===== config.mk =====
export PLATFORM = sky130hd
export DESIGN_NAME = hilo_mult_sequencer_flat
export DESIGN_NICKNAME = d
export VERILOG_FILES = /design/src/rtl/hilo_mult_sequencer_if.sv /design/src/rtl/hilo_mult_sequencer.sv /design/src/flat_wrapper.sv
export SDC_FILE = /design/constraint.sdc
export NUM_CORES = 1
export LEC_CHECK = 0
export ABC_AREA = 1
export CAP_MARGIN = 10
export CORE_ASPECT_RATIO = 1.1
export CORE_UTILIZATION = 24
export DETAILED_ROUTE_END_ITERATION = 8
export GPL_TIMING_DRIVEN = 0
export PLACE_DENSITY = 0.45
export SLEW_MARGIN = 10
export SYNTH_ARGS = -nofsm -noshare
export SYNTH_HDL_FRONTEND = slang
export SYNTH_SLANG_ARGS = --single-unit

===== constraint.sdc =====
create_clock -name clk -period 4.3 [get_ports clk]
set_clock_uncertainty 0.1 [all_clocks]
set_input_delay 0.86 -clock clk [delete_from_list [all_inputs] [get_ports clk]]
set_output_delay 0.86 -clock clk [all_outputs]
set_load 0.02 [all_outputs]

===== src/rtl/hilo_mult_sequencer_if.sv =====
// Request/response bundle between the pipeline and the HI/LO multiply sequencer.
// The master drives requests; the sequencer (slave) owns busy/done and the HI/LO values.
interface hilo_mult_sequencer_if #(
    parameter int unsigned WIDTH = 32
);
    logic             start;
    logic [2:0]       op;
    logic [WIDTH-1:0] a;
    logic [WIDTH-1:0] b;
    logic             flush;
    logic             busy;
    logic             done;
    logic [WIDTH-1:0] hi;
    logic [WIDTH-1:0] lo;

    modport master (
        output start, op, a, b, flush,
        input  busy, done, hi, lo
    );

    modport slave (
        input  start, op, a, b, flush,
        output busy, done, hi, lo
    );
endinterface


===== src/rtl/hilo_mult_sequencer.sv =====
// HI/LO register owner: MULT/MULTU/MADD/MSUB via a radix-2 shift-add engine
// (WIDTH iterations), plus single-cycle MTHI/MTLO writes.
module hilo_mult_sequencer #(
    parameter int unsigned WIDTH = 32
) (
    input logic                  clk,
    input logic                  rst_n,
    hilo_mult_sequencer_if.slave bus
);
    localparam int unsigned CntW = (WIDTH > 1) ? $clog2(WIDTH) : 1;

    localparam logic [2:0] OpMult  = 3'b000;
    localparam logic [2:0] OpMultu = 3'b001;
    localparam logic [2:0] OpMadd  = 3'b010;
    localparam logic [2:0] OpMsub  = 3'b011;
    localparam logic [2:0] OpMthi  = 3'b100;
    localparam logic [2:0] OpMtlo  = 3'b101;

    typedef enum logic [1:0] {StIdle, StMul, StFin} state_e;

    state_e             state_q, state_d;
    logic               busy_q, busy_d;
    logic               done_q, done_d;
    logic [WIDTH-1:0]   hi_q, hi_d;
    logic [WIDTH-1:0]   lo_q, lo_d;
    logic [CntW-1:0]    cnt_q, cnt_d;
    logic [2*WIDTH-1:0] acc_q, acc_d;
    logic [WIDTH-1:0]   mcand_q, mcand_d;
    logic [WIDTH-1:0]   mplier_q, mplier_d;
    logic               neg_q, neg_d;
    logic [2:0]         op_q, op_d;
    logic [2*WIDTH-1:0] snap_q, snap_d;

    logic [WIDTH-1:0]   abs_a, abs_b;
    logic [2*WIDTH-1:0] prod;

    // Magnitudes as unsigned W-bit values, so -2^(W-1) maps cleanly to 2^(W-1).
    assign abs_a = bus.a[WIDTH-1] ? -bus.a : bus.a;
    assign abs_b = bus.b[WIDTH-1] ? -bus.b : bus.b;
    assign prod  = neg_q ? -acc_q : acc_q;

    always_comb begin
        state_d  = state_q;
        busy_d   = busy_q;
        done_d   = 1'b0;
        hi_d     = hi_q;
        lo_d     = lo_q;
        cnt_d    = cnt_q;
        acc_d    = acc_q;
        mcand_d  = mcand_q;
        mplier_d = mplier_q;
        neg_d    = neg_q;
        op_d     = op_q;
        snap_d   = snap_q;

        unique case (state_q)
            StIdle: begin
                if (bus.start && !bus.flush) begin
                    case (bus.op)
                        OpMthi: begin
                            hi_d   = bus.a;
                            done_d = 1'b1;
                        end
                        OpMtlo: begin
                            lo_d   = bus.a;
                            done_d = 1'b1;
                        end
                        OpMult, OpMultu, OpMadd, OpMsub: begin
                            if (bus.op == OpMultu) begin
                                mcand_d  = bus.a;
                                mplier_d = bus.b;
                                neg_d    = 1'b0;
                            end else begin
                                mcand_d  = abs_a;
                                mplier_d = abs_b;
                                neg_d    = bus.a[WIDTH-1] ^ bus.b[WIDTH-1];
                            end
                            op_d    = bus.op;
                            snap_d  = {hi_q, lo_q};
                            acc_d   = '0;
                            cnt_d   = '0;
                            busy_d  = 1'b1;
                            state_d = StMul;
                        end
                        default: ;
                    endcase
                end
            end
            StMul: begin
                if (bus.flush) begin
                    busy_d  = 1'b0;
                    state_d = StIdle;
                end else begin
                    if (mplier_q[0]) begin
                        acc_d = acc_q + ({{WIDTH{1'b0}}, mcand_q} << cnt_q);
                    end
                    mplier_d = mplier_q >> 1;
                    cnt_d    = cnt_q + CntW'(1);
                    if (cnt_q == CntW'(WIDTH - 1)) begin
                        state_d = StFin;
                    end
                end
            end
            StFin: begin
                busy_d  = 1'b0;
                state_d = StIdle;
                if (!bus.flush) begin
                    done_d = 1'b1;
                    case (op_q)
                        OpMadd:  {hi_d, lo_d} = snap_q + prod;
                        OpMsub:  {hi_d, lo_d} = snap_q - prod;
                        default: {hi_d, lo_d} = prod;
                    endcase
                end
            end
            default: begin
                busy_d  = 1'b0;
                state_d = StIdle;
            end
        endcase
    end

    always_ff @(posedge clk or negedge rst_n) begin
        if (!rst_n) begin
            state_q  <= StIdle;
            busy_q   <= 1'b0;
            done_q   <= 1'b0;
            hi_q     <= '0;
            lo_q     <= '0;
            cnt_q    <= '0;
            acc_q    <= '0;
            mcand_q  <= '0;
            mplier_q <= '0;
            neg_q    <= 1'b0;
            op_q     <= 3'b000;
            snap_q   <= '0;
        end else begin
            state_q  <= state_d;
            busy_q   <= busy_d;
            done_q   <= done_d;
            hi_q     <= hi_d;
            lo_q     <= lo_d;
            cnt_q    <= cnt_d;
            acc_q    <= acc_d;
            mcand_q  <= mcand_d;
            mplier_q <= mplier_d;
            neg_q    <= neg_d;
            op_q     <= op_d;
            snap_q   <= snap_d;
        end
    end

    assign bus.busy = busy_q;
    assign bus.done = done_q;
    assign bus.hi   = hi_q;
    assign bus.lo   = lo_q;
endmodule

===== src/flat_wrapper.sv =====
// flat-port wrapper written by rule: the top's interface ports become plain ports
module hilo_mult_sequencer_flat 
#(
    parameter int unsigned WIDTH = 32
)
  (clk, rst_n, bus_start, bus_op, bus_a, bus_b, bus_flush, bus_busy, bus_done, bus_hi, bus_lo);
  hilo_mult_sequencer_if #(.WIDTH(WIDTH)) bus_i ();
  input logic clk;
  input logic rst_n;
  input wire logic [$bits(bus_i.start)-1:0] bus_start;
  input wire logic [$bits(bus_i.op)-1:0] bus_op;
  input wire logic [$bits(bus_i.a)-1:0] bus_a;
  input wire logic [$bits(bus_i.b)-1:0] bus_b;
  input wire logic [$bits(bus_i.flush)-1:0] bus_flush;
  output wire logic [$bits(bus_i.busy)-1:0] bus_busy;
  output wire logic [$bits(bus_i.done)-1:0] bus_done;
  output wire logic [$bits(bus_i.hi)-1:0] bus_hi;
  output wire logic [$bits(bus_i.lo)-1:0] bus_lo;
  assign bus_i.start = bus_start;
  assign bus_i.op = bus_op;
  assign bus_i.a = bus_a;
  assign bus_i.b = bus_b;
  assign bus_i.flush = bus_flush;
  assign bus_busy = bus_i.busy;
  assign bus_done = bus_i.done;
  assign bus_hi = bus_i.hi;
  assign bus_lo = bus_i.lo;
  hilo_mult_sequencer #(.WIDTH(WIDTH)) u_core (.clk(clk), .rst_n(rst_n), .bus(bus_i));
endmodule

==> run metrics <==
Final Hold Viols 0; first-pass GRT wire length 257000 µm; Post-synth ARST share 1.00; Post-Synthesis Cell Area approximately 32000 µm²; drt via density 5.05; Post-synth EDFFs 0; max_slew headroom 0.149; share of the clock period used by the worst path 0.981; Reg-to-Reg End u_core.bus.hi[25]; Yosys cell types 56; Final Max Tran Viols 0; die area 137000 µm²; Core ar. 134000 µm²; GR Overflow Total 0; slowest stage delay, CP roughly 0.45 ns; Clk Latency, worst-skew pair 0.63 ns; Synth Instances between 5000 and 6000; GRT Util Overall 0.259; H-tree depth 2; endpoints failing setup 0; Die Span X ~350 µm; Clock Tree Root clkbuf_16; most common cell after layout, fill and taps aside nand2_1; dpl cell area between 30000 and 40000 µm²; CP bufs+invs 4; worst slew pin tran 1.28 ns; part of the Yosys area used for sequential elements 0.207; Placement Setup Slack -1.14 ns; leading register cell type out of synthesis dfrtp_1; initial antenna violation count 7; syn_nets 5974; 1st-pass router iterations 6; flop-to-flop setup slack around 0.08 ns; fin crit period 4.22 ns; largest net degree at the start of global routing 86; gpl congestion 1.08; setup TNS 0 ns; IO Port Bufs 136; critical path arrival 4.63 ns; Chip Height 388 µm; DP HPWL roughly 160000 µm; Synth-to-Final Area Change 27.9%; max-cap viol count 0; vias in the first global route 37300; crit path from u_core.acc_q[1]; std cell rows 141; f_max 237 MHz; Sink Count 269; DRT iter0 DRCs about 3600; fillers 15200; clock slew at reported path FFs ~0.060 ns; crit-path most repeated cell nand2_1; Levels on crit path 27; critical path required time 4.71 ns; outcome complete, no violations; WHS Path Cells 2; crit-path max FO 8; DRC 0; DR WL/cell 23.6 µm; clk buf depth 3; CTS tree yes; Worst Slack Setup Final 0.0801 ns; CP startpoint kind register; Crit. End Element register; delay-heaviest family, CP simple AND/OR/NAND/NOR gates; share of cells above drive strength 1 0.165; Seq cells post-synth 269; most frequent cells in the layout nand2_1 (1602), inv_1 (791), nor2_1 (602); RSZ-0062 raised after global routing yes; Reg2Reg Depth 27; DRT antenna net count 0; mean post-synth cell area ~5.7 µm²; critical path endpoint u_core.bus.hi[25]; Worst path slowest cell dfrtp_2; I/O pin total about 140; Vias 39300; Setup Crit Path Kind reg -> reg; CTS buffer count 38; min-delay worst type reg -> reg; yosys warns 0; R2R Path Start u_core.acc_q[1]; design area ~42000 µm²; Initial Util 0.242; Routed WL 183000 µm; Final #Nets 6240
==> worst register-to-register path, stage by stage, from the launching register on <==
cell and delay (ns):
dfrtp_2 0.45, inv_2 0.09, ha_4 0.17, nand2_4 0.11
inv_2 0.10, nand3_4 0.11, nor2_4 0.15, nand2_2 0.10
nand2_4 0.10, o21ai_1 0.10, xor2_2 0.16, buf_4 0.18
ha_1 0.28, clkbuf_4 0.19, nand2_1 0.08, nand2_1 0.09
o21bai_1 0.19, nand2_1 0.12, nand2_1 0.11, a21oi_1 0.16
nand2_2 0.13, nand2_1 0.19, nand2_1 0.08, nand2_1 0.05
nand3_1 0.10, nand3_2 0.18, nand2_1 0.08, a21oi_1 0.14
==> final cells by class <==
cell class                      instances  area [µm²]  share of cell area
Clock buffer                           48        1040              0.0250
Clock inverter                         21         285             0.00687
Antenna cell                            3        7.51            0.000181
Tap cell                             1787        2240              0.0539
Buffer                                171         876              0.0211
Inverter                              839        3180              0.0766
Multi-Input combinational cell       4419       25000               0.603
Sequential cell                       269        6770               0.163
Timing Repair Buffer                  226        2100              0.0507
==> kinds of logic after synthesis <==
kind of cell               after synthesis  synth area share
DFF                                    269             0.207
muxes                                   21           0.00648
AOI/OAI and AO/OA                     1019             0.173
xor gates and xnor gates                91            0.0250
and+or+nand+nor                       3083             0.388
buffers and inverters                 1010             0.120
adders and majority gates              205            0.0797
==> per-stage QoR <==
| stage | util | hold slack (ns) | instances |
|---|---|---|---|
| detailed placement | 0.269 | 0.373 | 7624 |
| finish | 0.309 | 0.402 | 7783 |
| floorplan | - | 0.349 | 5698 |
| CTS | 0.290 | 0.391 | 7726 |
| global placement | 0.269 | 0.372 | 7621 |
| global route | 0.309 | 0.436 | 7781 |
==> flip-flops by register name (all words and copies together), names as in the netlist <==
signal / count
u_core.acc_q: 64
u_core.snap_q: 64
u_core.bus.hi: 32
u_core.bus.lo: 32
u_core.mcand_q: 32
u_core.mplier_q: 32
u_core.cnt_q: 5
u_core.op_q: 3
u_core.state_q: 2
u_core.bus.busy: 1
u_core.bus.done: 1
u_core.neg_q: 1
==> worst min path at each step <==
stage | from | end
final | u_core.mcand_q[28] | u_core.mcand_q[28]
after global routing | u_core.bus.hi[25] | u_core.snap_q[57]
after CTS | u_core.mplier_q[31] | u_core.mplier_q[31]
after detailed placement | u_core.mplier_q[31] | u_core.mplier_q[31]
after global placement | u_core.mplier_q[31] | u_core.mplier_q[31]
after floorplan | u_core.mplier_q[31] | u_core.mplier_q[31]
==> repair_timing <==
action,CTS,global route
setup endpoints to repair,96,90
endpoints found under the hold margin,17,0
setup buffers,32,54
resized for setup,394,644
pin swaps,28,88
hold buffers,1,0
==> synth_stat cells, types with 26 or more instances <==
cell type  count  share of area
inv_1        827          0.096
buf_2         58         0.0089
o21ai_0      385          0.059
o21bai_1      39         0.0090
o21ai_1       38         0.0059
nand2_1     1711           0.20
clkbuf_1      90          0.010
xor2_1        85          0.023
o211ai_1      26         0.0060
a21oi_1      379          0.058
nor3_1        70          0.011
dfrtp_1      269           0.21
nor2_1       754          0.087
ha_1         202          0.078
nand4_1       34         0.0066
nand3_1      419          0.065
a22oi_1       42         0.0097
==> per-layer routing <==
metal,up-vias,track usage,part of all wire
met5,-,0,0.00017
met1,18700,0.339,0.43
met4,4,0.135,0.062
met2,1409,0.419,0.45
li1,18800,-,-
met3,363,0.0265,0.062
Power is not shown: default switching activity piles up to over one toggle a cycle in this logic, so the estimate is an artifact.
